**src/rtl/divider_seq.sv**
```systemverilog
// Multi-cycle restoring shift-subtract divider, one quotient bit per clock.
// Optional DIVIDER_SIGNED_EN selects two's complement operands (magnitude core + sign fix-up).
module divider_seq #(
    parameter int unsigned WIDTH = 8
) (
    input  logic             clk,
    input  logic             rst_n,
    input  logic             start,
    input  logic [WIDTH-1:0] dividend,
    input  logic [WIDTH-1:0] divisor,
    output logic             ready,
    output logic             done,
    output logic [WIDTH-1:0] quotient,
    output logic [WIDTH-1:0] remainder,
    output logic             div_by_zero
);

    localparam int unsigned CNT_W = $clog2(WIDTH + 1);
    localparam int unsigned REM_W = WIDTH + 1;

    typedef enum logic [1:0] {
        IDLE = 2'd0,
        RUN  = 2'd1,
        DONE = 2'd2
    } state_e;

    state_e             state_q, state_d;
    logic [REM_W-1:0]   rem_q, rem_d;
    logic [WIDTH-1:0]   quo_q, quo_d;
    logic [WIDTH-1:0]   dvsr_q, dvsr_d;
    logic [WIDTH-1:0]   dvnd_q, dvnd_d;
    logic [CNT_W-1:0]   cnt_q, cnt_d;
    logic               dbz_int_q, dbz_int_d;
    logic [WIDTH-1:0]   quotient_q, quotient_d;
    logic [WIDTH-1:0]   remainder_q, remainder_d;
    logic               dbz_q, dbz_d;
    logic               ready_q, ready_d;
    logic               done_q, done_d;

    logic [REM_W-1:0]   shifted;
    logic [REM_W-1:0]   trial;
    logic [REM_W-1:0]   rem_step;
    logic [WIDTH-1:0]   quo_step;

`ifdef DIVIDER_SIGNED_EN
    logic               q_neg_q, q_neg_d;
    logic               r_neg_q, r_neg_d;

    function automatic logic [WIDTH-1:0] negate(input logic [WIDTH-1:0] x);
        return ~x + WIDTH'(1);
    endfunction

    function automatic logic [WIDTH-1:0] magnitude(input logic [WIDTH-1:0] x);
        return x[WIDTH-1] ? negate(x) : x;
    endfunction
`endif

    // One restoring iteration; the top remainder bit is always zero between steps.
    always_comb begin
        shifted = REM_W'({rem_q, quo_q[WIDTH-1]});
        trial   = shifted - {1'b0, dvsr_q};
        if (!trial[WIDTH]) begin
            rem_step = trial;
            quo_step = {quo_q[WIDTH-2:0], 1'b1};
        end else begin
            rem_step = shifted;
            quo_step = {quo_q[WIDTH-2:0], 1'b0};
        end
    end

    always_comb begin
        state_d     = state_q;
        rem_d       = rem_q;
        quo_d       = quo_q;
        dvsr_d      = dvsr_q;
        dvnd_d      = dvnd_q;
        cnt_d       = cnt_q;
        dbz_int_d   = dbz_int_q;
        quotient_d  = quotient_q;
        remainder_d = remainder_q;
        dbz_d       = dbz_q;
        ready_d     = ready_q;
        done_d      = 1'b0;
`ifdef DIVIDER_SIGNED_EN
        q_neg_d     = q_neg_q;
        r_neg_d     = r_neg_q;
`endif
        unique case (state_q)
            IDLE: begin
                ready_d = 1'b1;
                if (start) begin
                    state_d   = RUN;
                    ready_d   = 1'b0;
                    rem_d     = '0;
                    cnt_d     = '0;
                    dvnd_d    = dividend;
                    dbz_int_d = (divisor == '0);
`ifdef DIVIDER_SIGNED_EN
                    quo_d     = magnitude(dividend);
                    dvsr_d    = magnitude(divisor);
                    q_neg_d   = dividend[WIDTH-1] ^ divisor[WIDTH-1];
                    r_neg_d   = dividend[WIDTH-1];
`else
                    quo_d     = dividend;
                    dvsr_d    = divisor;
`endif
                end
            end
            RUN: begin
                ready_d = 1'b0;
                rem_d   = rem_step;
                quo_d   = quo_step;
                cnt_d   = cnt_q + CNT_W'(1);
                if (cnt_q == CNT_W'(WIDTH - 1)) begin
                    state_d = DONE;
                    done_d  = 1'b1;
                    dbz_d   = dbz_int_q;
                    if (dbz_int_q) begin
                        quotient_d  = '1;
                        remainder_d = dvnd_q;
                    end else begin
`ifdef DIVIDER_SIGNED_EN
                        quotient_d  = q_neg_q ? negate(quo_step) : quo_step;
                        remainder_d = r_neg_q ? negate(rem_step[WIDTH-1:0])
                                              : rem_step[WIDTH-1:0];
`else
                        quotient_d  = quo_step;
                        remainder_d = rem_step[WIDTH-1:0];
`endif
                    end
                end
            end
            DONE: begin
                state_d = IDLE;
                ready_d = 1'b1;
            end
            default: begin
                state_d = IDLE;
                ready_d = 1'b1;
            end
        endcase
    end

    always_ff @(posedge clk or negedge rst_n) begin
        if (!rst_n) begin
            state_q     <= IDLE;
            rem_q       <= '0;
            quo_q       <= '0;
            dvsr_q      <= '0;
            dvnd_q      <= '0;
            cnt_q       <= '0;
            dbz_int_q   <= 1'b0;
            quotient_q  <= '0;
            remainder_q <= '0;
            dbz_q       <= 1'b0;
            ready_q     <= 1'b1;
            done_q      <= 1'b0;
`ifdef DIVIDER_SIGNED_EN
            q_neg_q     <= 1'b0;
            r_neg_q     <= 1'b0;
`endif
        end else begin
            state_q     <= state_d;
            rem_q       <= rem_d;
            quo_q       <= quo_d;
            dvsr_q      <= dvsr_d;
            dvnd_q      <= dvnd_d;
            cnt_q       <= cnt_d;
            dbz_int_q   <= dbz_int_d;
            quotient_q  <= quotient_d;
            remainder_q <= remainder_d;
            dbz_q       <= dbz_d;
            ready_q     <= ready_d;
            done_q      <= done_d;
`ifdef DIVIDER_SIGNED_EN
            q_neg_q     <= q_neg_d;
            r_neg_q     <= r_neg_d;
`endif
        end
    end

    assign ready       = ready_q;
    assign done        = done_q;
    assign quotient    = quotient_q;
    assign remainder   = remainder_q;
    assign div_by_zero = dbz_q;

endmodule
```
**config.mk**
```make
export PLATFORM = sky130hd
export DESIGN_NAME = divider_seq
export DESIGN_NICKNAME = d
export VERILOG_FILES = /design/src/rtl/divider_seq.sv
export SDC_FILE = /design/constraint.sdc
export NUM_CORES = 1
export LEC_CHECK = 0
export ABC_AREA = 1
export CAP_MARGIN = 20
export CORE_MARGIN = 2
export CORE_UTILIZATION = 35
export DETAILED_ROUTE_END_ITERATION = 8
export HOLD_SLACK_MARGIN = 0.1
export SLEW_MARGIN = 20
export SYNTH_ARGS = -nofsm -noshare
export SYNTH_HDL_FRONTEND = slang
export SYNTH_SLANG_ARGS = --single-unit
```
**constraint.sdc**
```tcl
create_clock -name clk -period 3.7 [get_ports clk]
set_input_delay 0.37 -clock clk [delete_from_list [all_inputs] [get_ports clk]]
set_output_delay 0.37 -clock clk [all_outputs]
set_load 0.05 [all_outputs]
```
======== Yosys cells after proc, flatten, opt, wreduce, memory -nomap -nowiden ========
Cells that the tools add are included.
Widths: inputs -> output; s select.
cells by class
  $add $sub $neg .......................... 2
  eq/ne operators ......................... 4
  mux-type cells .......................... 17
  reductions and logical operators ........ 7
operators with widths
  kind                 count
  $mux 8               5
  $pmux 8 s2           2
  $sub 9x8->9          1
  $logic_not 8->1      1
  $pmux 4 s2           1
  $reduce_and 2->1     4
  $add 4x1->4 const B  1
  $eq 4x3->1 const B   1
  $mux 1               4
  $mux 2               2
  $mux 4               1
  $ne 2x2->1 const B   2
  $pmux 2 s2           1
  $eq 2x1->1 const B   1
  $logic_not 2->1      1
  $pmux 1 s2           1
  $reduce_bool 2->1    1
storage, ports and cells
  flip-flop bits (word level) ............. 58
  bits of input ports ..................... 19
  output and inout bits ................... 19
  logic and storage cells ................. 42

======== Logic depth before layout (Yosys ltp) ========
  depth in word-level cells ............... 3
  mapped depth ............................ 14
  depth with buffers taken out ............ 14

======== Worst setup path before layout ========
OpenSTA, ideal clock, no wires.
  path kind ............................... register -> register
  from .................................... register quo_q[7]
  to ...................................... register rem_q[7]
  library setup time ...................... 116 ps
  arrival time ............................ 1725 ps
  data required time ...................... 3584 ps
  slack ................................... 1859 ps
  stages on the path, launching flop included .. 15
  buffers on the path ..................... 0
  period minus slack after synthesis ...... 1841 ps
  cells stage by stage .................... dfrtp_1 > inv_1 > ha_1 > inv_1 > fa_1 > nand2_2 > nand2_2 > nand3_2 > nand2_2 > nand2_4 > nand2_8 > nand2_2 > nand2_2 > nand2_1 > nand2_1
between the ends
  word-level cells in the longest chain between the ends .. 3
RTL lines
  item                      line  RTL
  start: declaration        29    logic [WIDTH-1:0] quo_q, quo_d;
  start signal: assignment  165   quo_q <= quo_d;
  $sub 9x8->9               61    trial = shifted - {1'b0, dvsr_q};
  $mux 8                    62    if (!trial[WIDTH]) begin
  $pmux 8 s2                88    unique case (state_q)
  end signal: assignment    164   rem_q <= rem_d;
  end: declaration          28    logic [REM_W-1:0] rem_q, rem_d;
Every way passes these cells.
A chain may end at the register's enable or synchronous reset.

======== Worst setup path after layout ========
  from .................................... register state_q[0]
  to ...................................... register quo_q[7]
between the ends
  word-level cells in the longest chain between the ends .. 3
  elaborated cells between the ends (all ways) .. 6
  those cells by class .................... 2 x eq/ne; 1 x mux; 3 x reduce/logical
RTL lines
  item                                                       line  RTL
  start: declaration                                         27    state_e state_q, state_d;
  start signal: assignment                                   163   state_q <= state_d;
  $eq 2x1->1 or $logic_not 2->1 (tied branches)              88
  $reduce_bool 2->1 (no line) or $ne 2x2->1 (tied branches)  -
  $reduce_and 2->1 (no line)                                 -
Parallel ways exist; a longest one is shown, timed or not.

==> flow_metrics.tcl <==
set metrics [dict create \
    status "finished, final reports clean" \
    cap_viol_max_count 0 \
    vias 2369 \
    start_kind "flop" \
    grt_pass1_vias 2307 \
    crit_chain "nand2_2 -> nand3_1 -> inv_1 -> nand2_1 -> o221ai_1" \
    synth_top_cell_by_area "dfrtp_1" \
    crit_fanout 22 \
    syn_to_final_growth_pct 20.7 \
    fin_nets 419 \
    yosys_warnings 0 \
    overflow 0 \
    hp-class "input port to async pin" \
    worstPathArrival_ns 2.34 \
    cts_hold_buf 0 \
    drive_gt1_frac 0.0911 \
    setup_viol 0 \
    finalHoldViolCount 0 \
    cts_resized 0 \
    dr.pass1.iters 4 \
    max_stage_delay_ns 0.61 \
    via_per_inst 4.74 \
    start_util 0.360 \
    clockBufferDepth 2 \
    slowest_stage "inv_1" \
    crit_path_start "state_q[0]$_DFFE_PN0P_" \
    htreeDepth 3 \
    grt_max_degree 41 \
    reg2reg_depth 5 \
    crit_required_ns 3.93 \
    wire_per_inst_um 13.1 \
    maxSlewViolCount 0 \
    fp.dieH_um 95.6 \
    final_cell_mix "nand2_1, inv_1, dfrtp_1, clkdlybuf4s50_1, o21ai_0" \
    netlist_top_cells_area "dfrtp_1, nand2_1, inv_1, o21ai_0, ha_1" \
    synth-seq-cells 58 \
    reg2reg_to "quo_q[7]$_DFFE_PN0P_" \
    drt_iter0_drc 156 \
    finalCritPeriodShare 0.570 \
    cts-root-buf "clkbuf_8" \
    synthesis.area_um2 2940 \
    fin_skew_ns 0.00965 \
    clk_pin_slew_ns 0.06 \
    routed_wl_um 6560 \
    synth_top_area_frac 0.485 \
    r2r_setup_slack_ns 1.59 \
    syn_nets 378 \
    core.rowCount 33 \
    n_antenna_cell 0 \
    cts_tree "done" \
    grt_pass1_wl_um 11200 \
    worst_pin_slew_ns 0.912 \
    gp_congestion 0.806 \
    grt_antenna_before_repair 0 \
    die-width_um 95.6 \
    track_usage 0.163 \
    dp_hpwl_um 4860 \
    ant_nets 0 \
    syn_inst 349 \
    worst_skew_pair.late_latency_ns 0.33 \
    route.detailed.drc 0 \
    fp.coreArea_um2 8180 \
    max_slew_margin 0.392 \
    io_pins 38 \
    post-cts-setup-buffers 0 \
    cts_sinks 58 \
    cts_buffers 9 \
    ys_seq_area_frac 0.494 \
    die_area_um2 9150 \
    avgSynthCellArea_um2 8.42 \
    tns_ns 0 \
    maxClockFrequency_mhz 474 \
    min_period_ns 2.11 \
    endpoint "quo_q[7]$_DFFE_PN0P_" \
    synth_cell_types 36 \
    rsz0062_at_grt "no" \
    crit_path_end_kind "flop" \
    worstSetupPathType "flop to flop" \
    numPortBuffers 37 \
    final_common_cell "nand2_1" \
    r2r-start "state_q[0]$_DFFE_PN0P_" \
]
layout make-up:
class	instances	area, um^2
clock buffer	13	149
clock inverter	3	15.0
fill	842	4630
inverter	64	240
multi-input combinational	219	1190
sequential	58	1450
tap	105	131
timing repair buffer	38	373
flip-flops by register name (all words and copies together), names as in the netlist:
signal	cells
quotient	8
cnt_q	4
dvsr_q	8
rem_q	8
div_by_zero	1
ready	1
dvnd_q	8
quo_q	8
dbz_int_q	1
remainder	8
done	1
state_q	2
per-layer routing:
layer | part of all wire | up-vias | wire length, um | global-route usage
met3 | 0.046 | 4 | 300 | 0.0435
met2 | 0.47 | 52 | 3050 | 0.248
met1 | 0.48 | 1128 | 3170 | 0.227
li1 | - | 1185 | - | -
met4 | 0.0059 | 0 | 39 | 0.0464
met5 | 0 | - | 0 | 0
cell families after synthesis:
family,Yosys count,synth area share
compound gates,47,0.0928
xor+xnor,3,0.00894
fa+ha+maj,10,0.0451
buf+inv,72,0.102
flops,58,0.494
mux,1,0.00341
simple gates,158,0.253
through the flow:
step	cell area [um^2]	setup slack [ns]	cells	util	hold slack (ns)
after floorplan	2940	1.86	349	-	0.0744
after global placement	3380	1.51	484	0.414	0.456
after detailed placement	3380	1.45	484	0.414	0.462
after CTS	3550	1.56	500	0.434	0.208
after global routing	3550	1.34	500	0.434	0.247
final	3550	1.59	500	0.434	0.174
cells in the mapped netlist (all sizes together):
master,count
a21oi,11
a31oi,1
buf,3
clkbuf,5
dfrtp,57
dfstp,1
fa,1
ha,9
inv,64
mux2i,1
nand2,108
nand3,24
nand3b,5
nand4,2
nor2,16
nor4,2
o211ai,1
o21ai,26
o221ai,7
o32ai,1
or2,1
xnor2,2
xor2,1
how the worst min path moves through the flow:
stage / startpoint / end / slack [ns] / depth (start not counted)
final: rst_n / remainder[6]$_DFFE_PN0P_ / 0.17 / 1
after global routing: rst_n / remainder[6]$_DFFE_PN0P_ / 0.25 / 1
after CTS: rst_n / remainder[6]$_DFFE_PN0P_ / 0.21 / 1
after detailed placement: div_by_zero$_DFFE_PN0P_ / div_by_zero$_DFFE_PN0P_ / 0.46 / 2
after global placement: div_by_zero$_DFFE_PN0P_ / div_by_zero$_DFFE_PN0P_ / 0.46 / 2
after floorplan: rst_n / cnt_q[0]$_DFFE_PN0P_ / 0.07 / 0
worst max-delay path, delay by kind of cell (launching register included):
kind            cells  cell delay, ns
compound gates      1            0.12
flops               1            0.40
buf+inv             1            0.61
simple gates        3            0.87
Power is not shown: default switching activity piles up to over one toggle a cycle in this logic, so the estimate is an artifact.
